$ cat config.mk
export PLATFORM = sky130hd
export DESIGN_NAME = instr_fetch_flat
export DESIGN_NICKNAME = d
export VERILOG_FILES = /design/src/rtl/instr_fetch_pkg.sv /design/src/rtl/instr_fetch_if.sv /design/src/rtl/instr_fetch_next_pc_sel.sv /design/src/rtl/instr_fetch.sv /design/src/flat_wrapper.sv
export SDC_FILE = /design/constraint.sdc
export NUM_CORES = 1
export LEC_CHECK = 0
export BUFFER_PORTS_ARGS = -buffer_cell sky130_fd_sc_hd__buf_2
export CAP_MARGIN = 10
export CORE_AREA = 8 8 199 144
export CTS_BUF_LIST = sky130_fd_sc_hd__clkbuf_4 sky130_fd_sc_hd__clkbuf_8
export DETAILED_ROUTE_END_ITERATION = 7
export DIE_AREA = 0 0 207 152
export MAX_ROUTING_LAYER = met4
export PLACE_DENSITY = 0.55
export SLEW_MARGIN = 5
export SYNTH_ARGS = -nofsm -noshare
export SYNTH_HDL_FRONTEND = slang
export SYNTH_SLANG_ARGS = --single-unit
$ cat constraint.sdc
create_clock -name clk -period 4.6 [get_ports clk]
set_input_delay 0.46 -clock clk [delete_from_list [all_inputs] [get_ports clk]]
set_output_delay 0.46 -clock clk [all_outputs]
set_load 0.02 [all_outputs]
$ cat src/rtl/instr_fetch_pkg.sv
// Shared types and constants for the instruction fetch stage and its next-PC selector.
package fetch_pkg;

    typedef enum logic [1:0] {
        ST_IDLE  = 2'b00,
        ST_FETCH = 2'b01,
        ST_VALID = 2'b10,
        ST_TRAP  = 2'b11
    } fetch_state_t;

    // Encoding shared with the control decoder's PCSrc output.
    localparam logic [1:0] PCSRC_PLUS4  = 2'b00;
    localparam logic [1:0] PCSRC_TARGET = 2'b01;
    localparam logic [1:0] PCSRC_JALR   = 2'b10;

    localparam logic [1:0] TRAP_NONE     = 2'b00;
    localparam logic [1:0] TRAP_MISALIGN = 2'b01;
    localparam logic [1:0] TRAP_TIMEOUT  = 2'b10;

    localparam logic [31:0] NOP_INSTR = 32'h0000_0013;

endpackage

$ cat src/rtl/instr_fetch_if.sv
// Instruction memory read bus: the fetch stage is the master, the memory is the slave.
interface instr_fetch_if;

    logic        imem_req;
    logic [31:0] imem_addr;
    logic        imem_rvalid;
    logic [31:0] imem_rdata;

    modport master (
        output imem_req,
        output imem_addr,
        input  imem_rvalid,
        input  imem_rdata
    );

    modport slave (
        input  imem_req,
        input  imem_addr,
        output imem_rvalid,
        output imem_rdata
    );

endinterface

$ cat src/rtl/instr_fetch_next_pc_sel.sv
// Combinational next-PC multiplexer with word-alignment check on the selected target.
module next_pc_sel
    import fetch_pkg::*;
(
    input  logic [31:0] pc,
    input  logic [1:0]  pc_src,
    input  logic [31:0] pc_target,
    input  logic [31:0] alu_result,
    output logic [31:0] pc_plus4,
    output logic [31:0] next_pc,
    output logic        misaligned
);

    assign pc_plus4 = pc + 32'd4;

    // NOTE: every output of a combinational block gets a default first, so no path leaves it unassigned and infers a latch.
    always_comb begin
        next_pc = pc_plus4;
        case (pc_src)
            PCSRC_TARGET: next_pc = pc_target;
            PCSRC_JALR:   next_pc = alu_result & ~32'h0000_0001;
            default:      next_pc = pc_plus4;
        endcase
    end

    assign misaligned = (next_pc[1:0] != 2'b00);

endmodule

$ cat src/rtl/instr_fetch.sv
// Multi-cycle fetch stage: owns the PC, fetches from variable-latency memory, holds the
// instruction until retirement, traps on misaligned targets and memory timeouts.
module instr_fetch
    import fetch_pkg::*;
#(
    parameter logic [31:0] RESET_PC = 32'h0000_0000,
    parameter int          TIMEOUT  = 16
) (
    input  logic                 clk,
    input  logic                 reset,
    instr_fetch_if.master        imem,
    output logic [31:0]          Instr,
    output logic [31:0]          PC,
    output logic [31:0]          PCPlus4,
    output logic                 instr_valid,
    input  logic                 retire,
    input  logic [1:0]           PCSrc,
    input  logic [31:0]          PCTarget,
    input  logic [31:0]          ALUResult,
    output logic                 trap,
    output logic [1:0]           trap_cause,
    output logic [31:0]          trap_pc,
    output logic [31:0]          instret
);

    localparam logic [7:0] TIMEOUT_LAST = 8'(TIMEOUT - 1);

    fetch_state_t state, state_next;
    logic [7:0]   timeout_cnt;
    logic [31:0]  next_pc;
    logic         misaligned;
    logic         timeout_hit;

    next_pc_sel u_next_pc_sel (
        .pc         (PC),
        .pc_src     (PCSrc),
        .pc_target  (PCTarget),
        .alu_result (ALUResult),
        .pc_plus4   (PCPlus4),
        .next_pc    (next_pc),
        .misaligned (misaligned)
    );

    assign timeout_hit    = (timeout_cnt == TIMEOUT_LAST);
    assign imem.imem_addr = PC;

    // NOTE: sequential state uses non-blocking assignments so every register samples pre-edge values.
    always_ff @(posedge clk or posedge reset) begin
        if (reset) state <= ST_IDLE;
        else       state <= state_next;
    end

    always_comb begin
        state_next = state;
        case (state)
            ST_IDLE:  state_next = ST_FETCH;
            ST_FETCH: begin
                if (imem.imem_rvalid)  state_next = ST_VALID;
                else if (timeout_hit)  state_next = ST_TRAP;
            end
            ST_VALID: begin
                if (retire) state_next = misaligned ? ST_TRAP : ST_FETCH;
            end
            default:  state_next = ST_TRAP;
        endcase
    end

    always_comb begin
        imem.imem_req = 1'b0;
        instr_valid   = 1'b0;
        trap          = 1'b0;
        case (state)
            ST_FETCH: imem.imem_req = 1'b1;
            ST_VALID: instr_valid   = 1'b1;
            ST_TRAP:  trap          = 1'b1;
            default:  ;
        endcase
    end

    // Datapath registers; Instr is only loaded in FETCH so the decoder always sees a stable word.
    always_ff @(posedge clk or posedge reset) begin
        if (reset) begin
            PC          <= RESET_PC;
            Instr       <= NOP_INSTR;
            trap_cause  <= TRAP_NONE;
            trap_pc     <= 32'h0000_0000;
            instret     <= 32'h0000_0000;
            timeout_cnt <= 8'd0;
        end else begin
            case (state)
                ST_IDLE: timeout_cnt <= 8'd0;
                ST_FETCH: begin
                    if (imem.imem_rvalid) begin
                        Instr       <= imem.imem_rdata;
                        timeout_cnt <= 8'd0;
                    end else if (timeout_hit) begin
                        trap_cause <= TRAP_TIMEOUT;
                        trap_pc    <= PC;
                    end else begin
                        timeout_cnt <= timeout_cnt + 8'd1;
                    end
                end
                ST_VALID: begin
                    if (retire) begin
                        instret <= instret + 32'd1;
                        if (misaligned) begin
                            trap_cause <= TRAP_MISALIGN;
                            trap_pc    <= next_pc;
                        end else begin
                            PC          <= next_pc;
                            timeout_cnt <= 8'd0;
                        end
                    end
                end
                default: ;
            endcase
        end
    end

endmodule
$ cat src/flat_wrapper.sv
// flat-port wrapper written by rule: the top's interface ports become plain ports
module instr_fetch_flat import fetch_pkg::*;
#(
    parameter logic [31:0] RESET_PC = 32'h0000_0000,
    parameter int          TIMEOUT  = 16
)
  (clk, reset, Instr, PC, PCPlus4, instr_valid, retire, PCSrc, PCTarget, ALUResult, trap, trap_cause, trap_pc, instret, imem_imem_req, imem_imem_addr, imem_imem_rvalid, imem_imem_rdata);
  instr_fetch_if imem_i ();
  input  logic clk;
  input  logic reset;
  output logic [31:0] Instr;
  output logic [31:0] PC;
  output logic [31:0] PCPlus4;
  output logic instr_valid;
  input  logic retire;
  input  logic [1:0] PCSrc;
  input  logic [31:0] PCTarget;
  input  logic [31:0] ALUResult;
  output logic trap;
  output logic [1:0] trap_cause;
  output logic [31:0] trap_pc;
  output logic [31:0] instret;
  output wire logic [$bits(imem_i.imem_req)-1:0] imem_imem_req;
  output wire logic [$bits(imem_i.imem_addr)-1:0] imem_imem_addr;
  input wire logic [$bits(imem_i.imem_rvalid)-1:0] imem_imem_rvalid;
  input wire logic [$bits(imem_i.imem_rdata)-1:0] imem_imem_rdata;
  assign imem_imem_req = imem_i.imem_req;
  assign imem_imem_addr = imem_i.imem_addr;
  assign imem_i.imem_rvalid = imem_imem_rvalid;
  assign imem_i.imem_rdata = imem_imem_rdata;
  instr_fetch #(.RESET_PC(RESET_PC), .TIMEOUT(TIMEOUT)) u_core (.clk(clk), .reset(reset), .imem(imem_i), .Instr(Instr), .PC(PC), .PCPlus4(PCPlus4), .instr_valid(instr_valid), .retire(retire), .PCSrc(PCSrc), .PCTarget(PCTarget), .ALUResult(ALUResult), .trap(trap), .trap_cause(trap_cause), .trap_pc(trap_pc), .instret(instret));
endmodule
Yosys cells after proc, flatten, opt, wreduce, memory -nomap -nowiden:

Index checks and enable logic that the tools add are counted.

* bits in registers: 140
* input port bits: 102
* output and inout bits: 197
* word-level logic and storage cells: 58

* add/sub/neg operators: 3
* equality and inequality tests: 13
* multiplexer cells: 24
* bitwise gates (word level): 1
* reduce and logical (&&, ||, !) cells: 10

Operators by type and width (count)
* 2-to-1 mux 32 bit: 4
* case mux 32 bit (2 select lines): 2
* adder 32 x 1 -> 32 bit, second input constant: 1
* adder 32 x 3 -> 32 bit, second input constant: 1
* 2-to-1 mux 8 bit: 4
* case mux 8 bit (3 select lines): 1
* 2-to-1 mux 2 bit: 8
* adder 8 x 1 -> 8 bit, second input constant: 1
* == test 8 x 4 -> 1 bit, second input constant: 1
* == test 2 bit, second input constant: 3
* != test 2 bit, second input constant: 3
* case mux 2 bit (3 select lines): 1
* AND reduction 2 bit: 3
* AND reduction 5 bit: 1
* == test 2 x 1 -> 1 bit, second input constant: 2
* != test 2 x 1 -> 1 bit, second input constant: 2
* case mux 2 bit (2 select lines): 1
* AND reduction 4 bit: 1
* nonzero test 2 bit: 2
* 2-to-1 mux 1 bit: 3
* != test 3 x 2 -> 1 bit, second input constant: 1
* != test 3 bit, second input constant: 1
* AND reduction 3 bit: 1
* nonzero test 3 bit: 1
* other kinds (2): 2

Depth between registers and ports, before layout:

* word-level depth: 6
* mapped depth: 10
* depth with buffers taken out: 7

Modules after synthesis:

A second synthesis with hierarchy kept.

* cells, all modules: 712
* area total of the unflattened synthesis: 7589.8 µm²

By module, submodules not included
* instr_fetch: times used 1, cells an instance 496, area an instance 6249.7 µm², sequential area each 3507.1 µm²
* next_pc_sel: times used 1, cells an instance 216, area an instance 1340.0 µm², sequential area each 0.0 µm²

Least setup slack after synthesis:

OpenSTA, ideal clock, no wires.

* path kind: flip-flop to output port
* start point: register u_core.PC[4]
* end point: output PCPlus4[31]
* arrival time: 2.250 ns
* required time: 4.140 ns
* setup slack: 1.890 ns
* cell stages (with the launch flop): 7
* path buffers: 2
* cells stage by stage: dfrtp_1 -> buf_4 -> nand3_1 -> or4_4 -> buf_6 -> nor4_4 -> xor2_1

* word-level cells in the longest chain between the ends: 1

RTL lines
* start: declaration: line instr_fetch.sv:13 `output logic [31:0] PC,`
* start signal: assignment: line instr_fetch.sv:110 `PC <= next_pc;`
* adder 32 x 3 -> 32 bit: line instr_fetch_next_pc_sel.sv:14 `assign pc_plus4 = pc + 32'd4;`
* end: declaration: line flat_wrapper.sv:13 `output logic [31:0] PCPlus4;`

Every way passes these cells.

Final worst setup path:

* start point: register u_core.PC[2]
* end point: output PCPlus4[24]

The elaborated chain is that of the path after synthesis.

==> results.md <==
* CTS buffer count at 17
* RSZ-0062 raised after global routing: false
* Worst-path clk slew at 0.09 ns
* Yosys cell types at between 60 and 70
* Pint at 2.65 mW
* Final-report hold violation count at 0
* CORE AREA at 25,400 um^2
* Most frequent cells in the layout: 297 x buf_2, 137 x dfrtp_1, 54 x nand2_1
* DP Worst Slack at 1.44 ns
* Data required, critical path at roughly 4.1 ns
* Clock power share at 24.0%
* Final Max Slew Viols at 0
* Max Fclk at 279 MHz
* Max VDD drop at 0.300 mV
* WL final at 26.9 mm
* Antenna-violating nets left at 0
* Crit share post-route at 77.8%
* End of the worst register-to-register path: u_core.trap_pc[24]
* Vias per Instance at 5.05
* Setup slack, reg-to-reg at 1.71 ns
* Utilization after layout at 37.5%
* Global route overflow at 0
* Detailed Routing Iterations Pass 1 at 5
* Switching Fraction at 40.7%
* Synth Net Count at approximately 860
* Initial antenna violation count at 1
* Gate Count Post-Synth at 754
* Footprint of the multi-input gates at roughly 3500 um^2
* Relative slew margins at 27.2%
* Most used DFF post-synth: dfrtp_1
* R2R cell count at 6
* Synth warn at 0
* Post-route setup TNS at 0 ns
* Syn Area/Cell at 10.0 um^2
* Most common cell after layout, fill and taps aside: buf_2
* CTS Hold Buffers Added at 0
* MaxCap Viol Count at 0
* Combinational share of power at 35.7%
* Worst slew pin tran at 1.09 ns
* CTS HTree Levels at 4
* Hpwl dp at 19.7 mm
* Final Net Count at 1,102
* FF-to-FF Start: u_core.PC[2]
* Sequential area share after synthesis at 46.4%
* Cell row count at 49
* Clock Sinks at 140
* HP Class: in -> async
* Full die area at between 30,000 and 40,000 um^2
* Worst Path Arrival at approximately 3.1 ns
* Switch Pwr at 1.82 mW
* Min Tclk post-route at 3.58 ns
* Share of power burned in registers at between 40% and 50%
* Area occupied by registers at between 3000 and 4000 um^2
* Layout cells sized above 1 at 40.1%
* Worst-Skew Late Latency at 0.46 ns
* CP max stage delay at approximately 0.69 ns
* Starting Density at 29.8%
* Filler Cell Count at 2,605
* Clk root buf: clkbuf_8
* Post-synth EDFFs at 0
* Post-CTS Setup Repair Bufs at 0
* Detailed-route DRC error count at 0
* Fin Clk Skew at ~0.019 ns
* Post-CTS sizing at 0
* CP max stage cell: or4_1
* Worst path bufs/invs at 1
* IO Count at about 300
* Final worst slack at 1.02 ns
* Setup Viol. Count Final at 0
* Netlist Area Pre-Place at between 7000 and 8000 um^2
* Startpoint types: flip-flop
* Leakage at between 4 and 5 nW
* Global-route wire length before repair at 42.4 mm
* CTS tree: yes
* Die width at 207 um
* Pwr dens at 470 nW/um^2
* Vias in the first global route at about 7,000
* Largest delay share family, worst path: simple AND/OR/NAND/NOR gates
* Crit path cell chain: ha_1 -> nand3_1 -> or3_1 -> or4_1 -> xnor2_2 -> buf_2
* Post-detailed-route wirelength per cell at 20.0 um
* Via count at 6,771
* # port buffers at a little under 300
* Die Ht at ~150 um
* Area growth syn-to-layout at 25.8%
* GP Congestion at 0.783
* Synth Register Bits at 140
* CTS Buffer Depth at 2
* CP Max Fanout at 8
* Critical path depth at 6
* Largest net degree at the start of global routing at 72
* Total Routing Usage GR at 17.4%
* Status: completed
* Crit Path Category: reg -> out
* Starting DRT DRC Count at 423
* Async S/R FF share, synth at 100%
* Nature of the critical path endpoint: output pin
flip-flops by register name, indices dropped and copies added, names as in the netlist:
register and cells:
u_core.timeout_cnt 8, u_core.trap_pc 32, u_core.trap_cause 2, u_core.state 2
u_core.Instr 32, u_core.PC 32, u_core.instret 32
routing by layer:
metal	vias up	track usage, %	wire length [um]
li1	3226	-	-
met1	3280	23.0	12700
met5	-	-	0
met3	28	4.09	1620
met2	237	25.7	12000
met4	0	5.81	482
final cells by class:
type | instances | share of cell area, %
clock inverter | 14 | 1.78
clock buffer | 18 | 2.54
sequential | 140 | 36.9
timing repair buffer | 309 | 16.6
antenna | 1 | 0.0263
inverter | 20 | 0.842
multi-input combinational | 507 | 37.0
tap | 331 | 4.35
worst register-to-register path, cell delays in order, from the launching register on:
cell,delay [ns]
dfrtp_1,0.50
ha_1,0.40
nand3_1,0.10
or3_1,0.55
or4_1,0.70
xnor2_2,0.19
a221o_1,0.33
power groups by stage:
stage	sequential [mW]	combinational (mW)	clock, mW
final	1.80	1.59	1.07
after global routing	1.85	1.71	1.17
after CTS	1.80	1.62	1.12
after detailed placement	1.82	1.62	0
after global placement	1.81	1.62	0
after floorplan	2.11	0.735	0
how the worst max path moves through the flow:
| stage | from | to | slack, ns |
|---|---|---|---|
| floorplan | reset | u_core.Instr[10] | 0.39 |
| global placement | PCSrc[1] | u_core.PC[9] | 1.45 |
| detailed placement | PCSrc[1] | u_core.PC[9] | 1.44 |
| CTS | u_core.PC[2] | PCPlus4[24] | 1.02 |
| global route | u_core.PC[2] | PCPlus4[24] | 0.90 |
| finish | u_core.PC[2] | PCPlus4[24] | 1.02 |
stage by stage:
step | area, um^2 | instances | total power, mW | hold slack (ns)
after global routing | 9510 | 1340 | 4.73 | 0.116
after detailed placement | 9100 | 1307 | 3.43 | 0.468
final | 9510 | 1340 | 4.47 | 0.101
after floorplan | 7560 | 754 | 2.84 | 0.467
after CTS | 9510 | 1339 | 4.54 | 0.0832
after global placement | 9100 | 1307 | 3.43 | 0.454
cells in the mapped netlist, types with 6 or more instances:
cell type	count	area [um^2]
a21oi_1	28	140
buf_1	9	33.8
a221oi_1	22	193
buf_2	7	35.0
and3_1	10	62.6
a22oi_1	10	75.1
a21o_1	10	75.1
o31ai_1	12	90.1
nor2_1	37	139
nand3_1	37	185
dfrtp_1	137	3430
nor3_1	16	80.1
xnor2_1	36	315
mux2_2	34	383
or2_2	8	50.1
buf_4	35	263
xor2_1	15	131
inv_1	19	71.3
o21a_1	6	45.0
nor4_1	9	56.3
a22o_1	9	78.8
clkbuf_1	35	131
a211o_1	8	70.1
nand4_1	16	100
o21ai_0	37	185
a221o_1	20	200
nand2_1	54	203
cells by family (layout without fill, tap and decap cells):
family / count (synthesis) / after routing / synth area share [%]
adder cells (fa/ha/maj): 5 / 5 / 0.827
other: 0 / 1 / 0
XOR/XNOR: 53 / 53 / 6.34
AO/OA/AOI/OAI: 190 / 190 / 18.3
flip-flops: 140 / 140 / 46.4
AND/OR/NAND/NOR: 225 / 225 / 15.9
multiplexers: 34 / 34 / 5.06
buffers and inverters: 107 / 361 / 7.26
Power figures use the tool's default switching activity.
